==> src/rtl/divisor_pkg.sv <==
// Shared types for the divider issue stage: operand pair layout and counter width.
package divisor_pkg;

    localparam int unsigned OP_W     = 32;
    localparam int unsigned DZ_CNT_W = 8;

    typedef logic [OP_W-1:0] operand_t;

    typedef struct packed {
        operand_t num;
        operand_t den;
    } op_pair_t;

endpackage

==> src/rtl/divisor_fifo.sv <==
// Synchronous FIFO of operand pairs. The head is read straight from registered storage.
module divisor_fifo
    import divisor_pkg::*;
#(
    parameter int unsigned DEPTH = 4
) (
    input  logic     clk,
    input  logic     rst,
    input  logic     push_i,
    input  op_pair_t wdata_i,
    input  logic     pop_i,
    output op_pair_t head_o,
    output logic     full_o,
    output logic     empty_o
);

    localparam int unsigned AW = $clog2(DEPTH);

    // The extra MSB tells a full FIFO from an empty one when the indices match.
    logic [AW:0] wr_ptr_q, rd_ptr_q;
    op_pair_t    mem_q [DEPTH];
    logic        do_push, do_pop;

    assign full_o  = (wr_ptr_q[AW] != rd_ptr_q[AW]) && (wr_ptr_q[AW-1:0] == rd_ptr_q[AW-1:0]);
    assign empty_o = (wr_ptr_q == rd_ptr_q);
    assign do_push = push_i && !full_o;
    assign do_pop  = pop_i && !empty_o;
    assign head_o  = mem_q[rd_ptr_q[AW-1:0]];

    always_ff @(posedge clk) begin
        if (rst) begin
            wr_ptr_q <= '0;
            rd_ptr_q <= '0;
        end else begin
            if (do_push) begin
                wr_ptr_q <= wr_ptr_q + {{AW{1'b0}}, 1'b1};
            end
            if (do_pop) begin
                rd_ptr_q <= rd_ptr_q + {{AW{1'b0}}, 1'b1};
            end
        end
    end

    always_ff @(posedge clk) begin
        if (do_push) begin
            mem_q[wr_ptr_q[AW-1:0]] <= wdata_i;
        end
    end

endmodule

==> src/rtl/divisor_operand_queue.sv <==
// Issue stage for the pipelined divider: buffers operand pairs, drops zero denominators
// and limits in-flight divisions with a credit counter.
module divisor_operand_queue
    import divisor_pkg::*;
#(
    parameter int unsigned SIZE         = 32,  // must not exceed OP_W
    parameter int unsigned DEPTH        = 4,
    parameter int unsigned MAX_INFLIGHT = 8
) (
    input  logic                                clk,
    input  logic                                rst,
    input  logic                                in_valid,
    output logic                                in_ready,
    input  logic [SIZE-1:0]                     in_num,
    input  logic [SIZE-1:0]                     in_den,
    output logic                                div_start,
    output logic [SIZE-1:0]                     div_num,
    output logic [SIZE-1:0]                     div_den,
    input  logic                                res_taken,
    output logic                                dz_pulse,
    output logic [DZ_CNT_W-1:0]                 dz_count,
    output logic [$clog2(MAX_INFLIGHT+1)-1:0]   inflight
);

    localparam int unsigned IW = $clog2(MAX_INFLIGHT + 1);

    op_pair_t            wr_pair, head;
    logic                full, empty, push, pop;
    logic                head_zero, credit_free, credit_ret, issue, drop;
    logic                div_start_q, dz_pulse_q;
    logic [SIZE-1:0]     div_num_q, div_den_q;
    logic [IW-1:0]       inflight_q, inflight_d;
    logic [DZ_CNT_W-1:0] dz_count_q, dz_count_d;

    assign in_ready = !full && !rst;
    assign push     = in_valid && in_ready;

    always_comb begin
        wr_pair     = '0;
        wr_pair.num = operand_t'(in_num);
        wr_pair.den = operand_t'(in_den);
    end

    divisor_fifo #(
        .DEPTH (DEPTH)
    ) u_fifo (
        .clk     (clk),
        .rst     (rst),
        .push_i  (push),
        .wdata_i (wr_pair),
        .pop_i   (pop),
        .head_o  (head),
        .full_o  (full),
        .empty_o (empty)
    );

    // One head action per cycle: drop a zero divisor, or issue when a credit is free.
    assign head_zero   = (head.den == '0);
    assign credit_free = (inflight_q < IW'(MAX_INFLIGHT));
    assign drop        = !empty && head_zero;
    assign issue       = !empty && !head_zero && credit_free;
    assign pop         = drop || issue;

    // A returned credit with nothing outstanding is ignored.
    assign credit_ret = res_taken && (inflight_q != '0);

    always_comb begin
        inflight_d = inflight_q;
        if (issue && !credit_ret) begin
            inflight_d = inflight_q + IW'(1);
        end else if (!issue && credit_ret) begin
            inflight_d = inflight_q - IW'(1);
        end
    end

    always_comb begin
        dz_count_d = dz_count_q;
        if (drop && (dz_count_q != '1)) begin
            dz_count_d = dz_count_q + DZ_CNT_W'(1);
        end
    end

    always_ff @(posedge clk) begin
        if (rst) begin
            div_start_q <= 1'b0;
            div_num_q   <= '0;
            div_den_q   <= '0;
            dz_pulse_q  <= 1'b0;
            dz_count_q  <= '0;
            inflight_q  <= '0;
        end else begin
            div_start_q <= issue;
            dz_pulse_q  <= drop;
            dz_count_q  <= dz_count_d;
            inflight_q  <= inflight_d;
            if (issue) begin
                div_num_q <= head.num[SIZE-1:0];
                div_den_q <= head.den[SIZE-1:0];
            end
        end
    end

    assign div_start = div_start_q;
    assign div_num   = div_num_q;
    assign div_den   = div_den_q;
    assign dz_pulse  = dz_pulse_q;
    assign dz_count  = dz_count_q;
    assign inflight  = inflight_q;

endmodule
==> config.mk <==
export PLATFORM = sky130hd
export DESIGN_NAME = divisor_operand_queue
export DESIGN_NICKNAME = d
export VERILOG_FILES = /design/src/rtl/divisor_pkg.sv /design/src/rtl/divisor_fifo.sv /design/src/rtl/divisor_operand_queue.sv
export SDC_FILE = /design/constraint.sdc
export NUM_CORES = 1
export LEC_CHECK = 0
export ABC_AREA = 1
export ABC_CLOCK_PERIOD_IN_PS = 9900
export CAP_MARGIN = 20
export CORE_UTILIZATION = 30
export DETAILED_ROUTE_END_ITERATION = 12
export MAX_ROUTING_LAYER = met4
export PLACE_DENSITY = 0.47
export SKIP_CTS_REPAIR_TIMING = 1
export SLEW_MARGIN = 10
export SYNTH_ARGS = -nofsm -noshare
export SYNTH_HDL_FRONTEND = slang
export SYNTH_SLANG_ARGS = --single-unit
==> constraint.sdc <==
create_clock -name clk -period 9.9 [get_ports clk]
set_input_delay 0.99 -clock clk [delete_from_list [all_inputs] [get_ports clk]]
set_output_delay 0.99 -clock clk [all_outputs]
set_load 0.05 [all_outputs]
==> results of run 1 <==
==> worst min-delay path, stage by stage (launching register included) <==
cell and delay (ns):
dfxtp_1 0.32, o21ai_1 0.07, nor2_1 0.08
==> synth_stat cells (2+ instances only) <==
master    instances  area share (%)
edfxtp_1        256              59
nand2_1         200             5.7
nor2_1          189             5.4
o21ai_0         122             4.7
dfxtp_1          86              13
nand3_1          76             2.9
a21oi_1          47             1.8
clkbuf_1         32            0.92
o22ai_1          32             1.5
inv_1            17            0.49
o21ai_1          16            0.61
buf_2            13            0.50
buf_6             9            0.77
ha_1              9            0.86
buf_4             8            0.46
xor2_1            7            0.47
nand4_1           3            0.14
xnor2_1           3            0.20
buf_1             2           0.057
inv_2             2           0.057
nor2_4            2            0.17
==> flip-flops by register name (all words and copies together), names as in the netlist, named ones only <==
| signal | count |
|---|---|
| dz_pulse | 1 |
| div_start | 1 |
| u_fifo.mem_q | 256 |
| dz_count | 8 |
| u_fifo.wr_ptr_q | 3 |
| div_num | 32 |
| u_fifo.rd_ptr_q | 3 |
| div_den | 32 |
| inflight | 4 |
==> cell families after synthesis <==
family / count (synthesis) / share of synthesized area, %
AO/OA/AOI/OAI: 221 / 8.829
XOR/XNOR: 10 / 0.6675
adder cells (fa/ha/maj): 10 / 1.011
buffers and inverters: 83 / 3.242
flip-flops: 342 / 71.70
AND/OR/NAND/NOR: 474 / 14.55
==> per-layer routing <==
layer,track usage [%],wire (um),share of wire (%)
met1,19.63,15470,46
met2,25.88,16420,48
met3,3.003,1369,4.0
met4,4.923,689,2.0
met5,-,0,0
==> area by class of cell <==
type,instances,share of cell area [%]
diodes,1,0.01523
clock buffers,58,6.875
clock inverters,16,1.119
inverters,19,0.4492
multi-input cells,715,20.28
flip-flops and latches,342,57.29
well taps,585,4.454
repair buffers,157,9.517
==> through the flow <==
step                util [%]  hold WS [ns]
floorplan                  -        0.4836
global placement       35.03        0.4832
detailed placement     35.03        0.4950
CTS                    38.08        0.5161
global route           38.15        0.5341
finish                 38.15        0.5075
==> placed cells by master, fill, tap and decap left out, types with 3 or more instances in the layout <==
cell type / instances
o21ai_0: 122
o21ai_1: 16
nand4_1: 3
inv_1: 16
bufinv_16: 4
nand3_1: 76
clkbuf_8: 4
nor2_1: 185
edfxtp_1: 256
xor2_1: 7
clkbuf_16: 41
buf_4: 10
a21oi_1: 47
clkinv_2: 7
ha_1: 9
clkinv_1: 3
dfxtp_1: 84
nand2_1: 200
xnor2_1: 3
clkbuf_1: 13
clkdlybuf4s50_1: 146
nor2_4: 6
o22ai_1: 32
==> power by group <==
part | leakage (nW) | internal (mW) | switching (mW)
Sequential | 3.04 | 1.73 | 0.142
Clock | 0.647 | 0.898 | 0.572
Combinational | 2.12 | 0.566 | 1.34
==> how the worst max path moves through the flow <==
| stage | from | end | slack, ns | depth (start not counted) |
|---|---|---|---|---|
| floorplan | rst | u_fifo.mem_q[3][0]$_DFFE_PP_ | 4.95 | 5 |
| global placement | flip-flop | div_den[31]$_SDFFE_PP0P_ | 5.67 | 13 |
| detailed placement | flip-flop | inflight[3]$_SDFFE_PP0P_ | 5.55 | 20 |
| CTS | flip-flop | inflight[3]$_SDFFE_PP0P_ | 5.55 | 20 |
| global route | flip-flop | inflight[3]$_SDFFE_PP0P_ | 5.15 | 20 |
| finish | flip-flop | inflight[3]$_SDFFE_PP0P_ | 5.65 | 20 |
==> run_summary.xml, run 1 <==
<?xml version="1.0" encoding="UTF-8"?>
<metrics>
  <group name="outcome">
    <metric name="status" unit="">complete, no violations</metric>
  </group>
  <group name="cells_and_area">
    <metric name="final_layout_size_suffix_gt1_share" unit="%">6.350</metric>
    <metric name="final_cell_count_without_fillers" unit="">1893</metric>
    <metric name="layout.cell_area.non_filler" unit="sq um">16430</metric>
    <metric name="seqCellArea" unit="sq um">9414</metric>
    <metric name="fillCellCount" unit="">4168</metric>
    <metric name="design.final.nets" unit="">1353</metric>
    <metric name="area_growth" unit="%">25.23</metric>
    <metric name="area_of_the_multi_input_gates" unit="sq um">3333</metric>
  </group>
  <group name="detailed_routing">
    <metric name="post_drt_wl_per_cell" unit="um">17.93</metric>
    <metric name="drc" unit="">0</metric>
    <metric name="route.final.wire_length" unit="um">33940</metric>
    <metric name="via_count" unit="">8731</metric>
    <metric name="drt-pass1-iter-count" unit="">5</metric>
    <metric name="avgViaCountPerCell" unit="">4.612</metric>
    <metric name="final_antenna_net_count" unit="">0</metric>
    <metric name="drt-initial-drc-count" unit="">457</metric>
  </group>
  <group name="pwr">
    <metric name="power_per_cell_area" unit="nW/um^2">319.1</metric>
    <metric name="p_leak" unit="nW">5.806</metric>
    <metric name="power.ir.vdd_worst" unit="mV">0.1555</metric>
    <metric name="finalPower" unit="mW">5.244</metric>
  </group>
  <group name="placed_design">
    <metric name="placed_area" unit="sq um">15090</metric>
    <metric name="dp.cells" unit="">1817</metric>
    <metric name="dp_worst_setup_slack" unit="ns">5.555</metric>
    <metric name="buffer_ports.inserted" unit="">146</metric>
    <metric name="gp_routability_congestion" unit="">0.7473</metric>
    <metric name="place.detailed.hpwl" unit="um">18880</metric>
  </group>
  <group name="worst_hold_path">
    <metric name="timing.hold.worst_endpoint" unit="">div_den[26]$_SDFFE_PP0P_</metric>
    <metric name="hold_class" unit="">reg -&gt; reg</metric>
    <metric name="worst_hold_startpoint" unit="">div_den[26]$_SDFFE_PP0P_</metric>
    <metric name="whs_path_depth" unit="">2</metric>
  </group>
  <group name="synth">
    <metric name="number_of_register_bits_inferred_by_synthesis" unit="">342</metric>
    <metric name="syn-mean-instance-area" unit="sq um">11.51</metric>
    <metric name="synthesized_instance_count" unit="">1140</metric>
    <metric name="yosysSeqAreaShare" unit="%">71.70</metric>
    <metric name="synthesis.area" unit="sq um">13120</metric>
    <metric name="net_count_of_the_mapped_netlist" unit="">1218</metric>
    <metric name="yosys_most_used_dff" unit="">edfxtp_1</metric>
    <metric name="netlist-cell-type-count" unit="">30</metric>
    <metric name="synth_enable_flop_cells" unit="">256</metric>
    <metric name="asr_flop_ratio_synth" unit="%">0</metric>
    <metric name="yosysWarningCount" unit="">0</metric>
  </group>
  <group name="global_routing">
    <metric name="first_global_vias" unit="">8732</metric>
    <metric name="pin_count_of_the_biggest_net_entering_global_routing" unit="">91</metric>
    <metric name="grt_first_pass_wirelength" unit="um">51560</metric>
    <metric name="number_of_antenna_violations_at_the_first_check_in_global_routing" unit="">1</metric>
    <metric name="gr-usage-all-layers" unit="%">15.77</metric>
    <metric name="grt_overflow" unit="">0</metric>
  </group>
  <group name="setup_path">
    <metric name="cp-start-kind" unit="">flip-flop</metric>
    <metric name="category_of_the_critical_setup_timing_path" unit="">reg -&gt; reg</metric>
    <metric name="critPathMaxFanout" unit="">90</metric>
    <metric name="critPathBufInv" unit="">3</metric>
    <metric name="path_cells" unit="">inv_4 -&gt; buf_4 -&gt; nand2_1 -&gt; nand3_1 -&gt; nand2_1 -&gt; nand2_1 -&gt; nor2_1 -&gt; nand2_1 -&gt; nor2_4 -&gt; a21oi_4 -&gt; ha_1 -&gt; inv_1 -&gt; ha_1 -&gt; and3_1 -&gt; a211oi_1 -&gt; nor2_1 -&gt; nor2_1 -&gt; nand2_1 -&gt; o21ai_0 -&gt; a21oi_1</metric>
    <metric name="reg2reg_slack" unit="ns">5.65</metric>
    <metric name="cp.arrival" unit="ns">4.68</metric>
    <metric name="timing.rr.end" unit="">inflight[3]$_SDFFE_PP0P_</metric>
    <metric name="slowest_stage" unit="">dfxtp_4</metric>
    <metric name="critical_path.most_common_cell" unit="">nand2_1</metric>
    <metric name="worst_path_largest_cell_delay" unit="ns">0.78</metric>
    <metric name="r2r.worst_path.cells" unit="">20</metric>
    <metric name="timing.critical_path.to_type" unit="">flip-flop</metric>
    <metric name="worst-endpoint-required" unit="ns">10.34</metric>
    <metric name="critical-path-top-delay-family" unit="">simple AND/OR/NAND/NOR gates</metric>
  </group>
  <group name="clock_tree">
    <metric name="numCtsBuffers" unit="">40</metric>
    <metric name="clk_root_buffer_cell" unit="">clkbuf_16</metric>
    <metric name="clk_latency" unit="ns">0.55</metric>
    <metric name="clock_path_buffers" unit="">3</metric>
    <metric name="ctsHtreeMaxLevel" unit="">2</metric>
    <metric name="clk_pin_slew" unit="ns">0.06</metric>
    <metric name="tritoncts" unit="">yes</metric>
    <metric name="numClockSinks" unit="">342</metric>
  </group>
  <group name="timing">
    <metric name="slew_headroom" unit="%">26.76</metric>
    <metric name="final.setup.worst_slack" unit="ns">5.653</metric>
    <metric name="setup_viol" unit="">0</metric>
    <metric name="finalWorstPathRequiredPeriod" unit="ns">4.247</metric>
    <metric name="drv_slew" unit="">0</metric>
    <metric name="timing.final.crit_share" unit="%">42.90</metric>
    <metric name="fin_tns_setup" unit="ns">0</metric>
    <metric name="unrepaired_setup_endpoints_after_global_routing" unit="">false</metric>
    <metric name="final-hold-violation-count" unit="">0</metric>
    <metric name="max_clock_freq" unit="GHz">0.2355</metric>
    <metric name="transition_time_of_the_tightest_slew_check_pin" unit="ns">1.099</metric>
    <metric name="clk_skew" unit="ns">0.01817</metric>
  </group>
  <group name="die">
    <metric name="design.die.area" unit="sq um">44580</metric>
    <metric name="initial_core_util" unit="%">30.46</metric>
    <metric name="pin_count" unit="">147</metric>
    <metric name="core_area" unit="sq um">43080</metric>
    <metric name="die-height" unit="um">211.1</metric>
    <metric name="dieWidth" unit="um">211.1</metric>
    <metric name="rows" unit="">76</metric>
  </group>
  <group name="flow_run">
    <metric name="max-cap-violations" unit="">0</metric>
  </group>
</metrics>
(Power assumes the default switching activity.)
==> inputs of run 2 (changes only) <==
--- a/config.mk
+++ b/config.mk
@@ -6,7 +6,7 @@
 export NUM_CORES = 1
 export LEC_CHECK = 0
 export ABC_AREA = 1
-export ABC_CLOCK_PERIOD_IN_PS = 9900
+export ABC_CLOCK_PERIOD_IN_PS = 4300
 export CAP_MARGIN = 20
 export CORE_UTILIZATION = 30
 export DETAILED_ROUTE_END_ITERATION = 12
==> constraint.sdc (replaced) <==
create_clock -name clk -period 4.3 [get_ports clk]
set_input_delay 0.43 -clock clk [delete_from_list [all_inputs] [get_ports clk]]
set_output_delay 0.43 -clock clk [all_outputs]
set_load 0.05 [all_outputs]
==> run_summary.xml, run 2 (synthesis results as in run 1) <==
<?xml version="1.0" encoding="UTF-8"?>
<metrics>
  <group name="detailed_routing">
    <metric name="drc" unit="">0</metric>
    <metric name="via_count" unit="">8759</metric>
    <metric name="drt-initial-drc-count" unit="">488</metric>
    <metric name="post_drt_wl_per_cell" unit="um">18.11</metric>
    <metric name="final_antenna_net_count" unit="">0</metric>
    <metric name="route.final.wire_length" unit="um">34390</metric>
    <metric name="drt-pass1-iter-count" unit="">4</metric>
    <metric name="avgViaCountPerCell" unit="">4.612</metric>
  </group>
  <group name="worst_hold_path">
    <metric name="hold_class" unit="">reg -&gt; reg</metric>
  </group>
  <group name="placed_design">
    <metric name="dp.cells" unit="">1827</metric>
    <metric name="placed_area" unit="sq um">15200</metric>
    <metric name="gp_routability_congestion" unit="">0.7866</metric>
    <metric name="dp_worst_setup_slack" unit="ns">0.7325</metric>
    <metric name="buffer_ports.inserted" unit="">146</metric>
    <metric name="place.detailed.hpwl" unit="um">19830</metric>
  </group>
  <group name="timing">
    <metric name="max_clock_freq" unit="GHz">0.2790</metric>
    <metric name="final-hold-violation-count" unit="">0</metric>
    <metric name="transition_time_of_the_tightest_slew_check_pin" unit="ns">0.8595</metric>
    <metric name="clk_skew" unit="ns">0.006494</metric>
    <metric name="final.setup.worst_slack" unit="ns">0.7161</metric>
    <metric name="setup_viol" unit="">0</metric>
    <metric name="slew_headroom" unit="%">42.70</metric>
    <metric name="unrepaired_setup_endpoints_after_global_routing" unit="">false</metric>
    <metric name="timing.final.crit_share" unit="%">83.35</metric>
    <metric name="finalWorstPathRequiredPeriod" unit="ns">3.584</metric>
    <metric name="drv_slew" unit="">0</metric>
  </group>
  <group name="global_routing">
    <metric name="number_of_antenna_violations_at_the_first_check_in_global_routing" unit="">4</metric>
    <metric name="first_global_vias" unit="">8608</metric>
    <metric name="grt_first_pass_wirelength" unit="um">52160</metric>
    <metric name="grt_overflow" unit="">0</metric>
    <metric name="gr-usage-all-layers" unit="%">15.98</metric>
    <metric name="pin_count_of_the_biggest_net_entering_global_routing" unit="">74</metric>
  </group>
  <group name="setup_path">
    <metric name="critPathBufInv" unit="">2</metric>
    <metric name="path_cells" unit="">buf_4 -&gt; nand3_1 -&gt; nand2_1 -&gt; nand2_1 -&gt; nor2_1 -&gt; nand2_1 -&gt; nor2_4 -&gt; a21oi_4 -&gt; ha_1 -&gt; inv_1 -&gt; ha_1 -&gt; and3_1 -&gt; a211oi_1 -&gt; nor2_1 -&gt; nor2_1 -&gt; nand2_1 -&gt; o21ai_0 -&gt; a21oi_1</metric>
    <metric name="cp-start-kind" unit="">flip-flop</metric>
    <metric name="worst_path_largest_cell_delay" unit="ns">0.66</metric>
    <metric name="critPathMaxFanout" unit="">64</metric>
    <metric name="timing.critical_path.to_type" unit="">flip-flop</metric>
    <metric name="critical-path-top-delay-family" unit="">simple AND/OR/NAND/NOR gates</metric>
    <metric name="category_of_the_critical_setup_timing_path" unit="">reg -&gt; reg</metric>
    <metric name="critical_path.most_common_cell" unit="">nand2_1</metric>
    <metric name="cp.arrival" unit="ns">4.01</metric>
    <metric name="slowest_stage" unit="">buf_4</metric>
    <metric name="worst-endpoint-required" unit="ns">4.72</metric>
  </group>
  <group name="pwr">
    <metric name="finalPower" unit="mW">11.88</metric>
    <metric name="power.ir.vdd_worst" unit="mV">0.3744</metric>
    <metric name="power_per_cell_area" unit="nW/um^2">723.3</metric>
    <metric name="p_leak" unit="nW">5.798</metric>
  </group>
  <group name="die">
    <metric name="dieWidth" unit="um">211.1</metric>
    <metric name="initial_core_util" unit="%">30.46</metric>
    <metric name="core_area" unit="sq um">43080</metric>
    <metric name="die-height" unit="um">211.1</metric>
    <metric name="rows" unit="">76</metric>
    <metric name="design.die.area" unit="sq um">44580</metric>
    <metric name="pin_count" unit="">147</metric>
  </group>
  <group name="clock_tree">
    <metric name="numClockSinks" unit="">342</metric>
    <metric name="numCtsBuffers" unit="">39</metric>
    <metric name="clk_latency" unit="ns">0.54</metric>
    <metric name="clk_root_buffer_cell" unit="">clkbuf_16</metric>
    <metric name="clk_pin_slew" unit="ns">0.06</metric>
    <metric name="tritoncts" unit="">yes</metric>
    <metric name="ctsHtreeMaxLevel" unit="">2</metric>
    <metric name="clock_path_buffers" unit="">3</metric>
  </group>
  <group name="cells_and_area">
    <metric name="fillCellCount" unit="">4246</metric>
    <metric name="final_common_cell" unit="">edfxtp_1</metric>
    <metric name="layout.cell_area.non_filler" unit="sq um">16420</metric>
    <metric name="area_growth" unit="%">25.11</metric>
    <metric name="seqCellArea" unit="sq um">9414</metric>
    <metric name="design.final.nets" unit="">1361</metric>
    <metric name="final_cell_count_without_fillers" unit="">1899</metric>
    <metric name="final_layout_size_suffix_gt1_share" unit="%">6.794</metric>
    <metric name="layout.cells.most_common_list" unit="">edfxtp_1 (256), nand2_1 (200), nor2_1 (185)</metric>
    <metric name="area_of_the_multi_input_gates" unit="sq um">3333</metric>
    <metric name="largest_reg_flops" unit="">256</metric>
  </group>
  <group name="outcome">
    <metric name="status" unit="">complete, no violations</metric>
  </group>
  <group name="flow_run">
    <metric name="max-cap-violations" unit="">0</metric>
  </group>
</metrics>
[run 2: changes by cell type in the layout (fill, tap and decap cells not counted), sizes merged]
cell / previous run / this run
bufinv: 4 / 1
buf: 11 / 20
inv: 21 / 20
clkbuf: 58 / 54
clkinvlp: 0 / 1
diode: 1 / 4
clkinv: 10 / 11
[run 2: final cells by class]
| class | count | share of cell area, % |
|---|---|---|
| sequential | 342 | 57.34 |
| tap | 585 | 4.458 |
| timing repair buffer | 166 | 10.04 |
| clock inverter | 14 | 0.5716 |
| inverter | 19 | 0.4496 |
| multi-input combinational | 715 | 20.30 |
| clock buffer | 54 | 6.775 |
| antenna | 4 | 0.06097 |
[run 2: worst paths after layout]
path	start	endpoint	slack (ns)	depth (start not counted)
worst min-delay path	div_den[24]$_SDFFE_PP0P_	div_den[24]$_SDFFE_PP0P_	0.49	2
worst min register to register	div_den[24]$_SDFFE_PP0P_	div_den[24]$_SDFFE_PP0P_	0.49	2
worst max register to register	flip-flop	inflight[3]$_SDFFE_PP0P_	0.72	18
worst max-delay path	flip-flop	inflight[3]$_SDFFE_PP0P_	0.72	18
[run 2: worst register-to-register path, cell delays in order (launching register included)]
cell      delay (ns)
dfxtp_2         0.33
buf_4           0.66
nand3_1         0.24
nand2_1         0.11
nand2_1         0.12
nor2_1          0.11
nand2_1         0.13
nor2_4          0.20
a21oi_4         0.09
ha_1            0.23
inv_1           0.12
ha_1            0.28
and3_1          0.20
a211oi_1        0.25
nor2_1          0.07
nor2_1          0.10
nand2_1         0.07
o21ai_0         0.14
a21oi_1         0.05
[run 2: metal layers]
layer  track usage [%]  routed length (um)  vias up
met5                 -                   0        -
met1             20.95               16230     4216
met4             5.822                 888        0
li1                  -                   -     4300
met3             3.211                1657       57
met2             24.50               15610      186
[run 2: metrics by stage]
stage | hold slack [ns] | setup TNS, ns | util (%)
5_1_grt | 0.5264 | 0 | 38.11
4_1_cts | 0.4854 | 0 | 38.09
6_report | 0.4934 | 0 | 38.11
3_5_place_dp | 0.4872 | 0 | 35.29
2_1_floorplan | 0.4836 | -17.76 | -
3_3_place_gp | 0.4854 | 0 | 35.29
[run 2: where the power goes]
group / switching [mW] / internal, mW
logic: 3.21 / 1.31
registers: 0.233 / 3.98
clock network: 1.29 / 1.86
total: 4.73 / 7.14
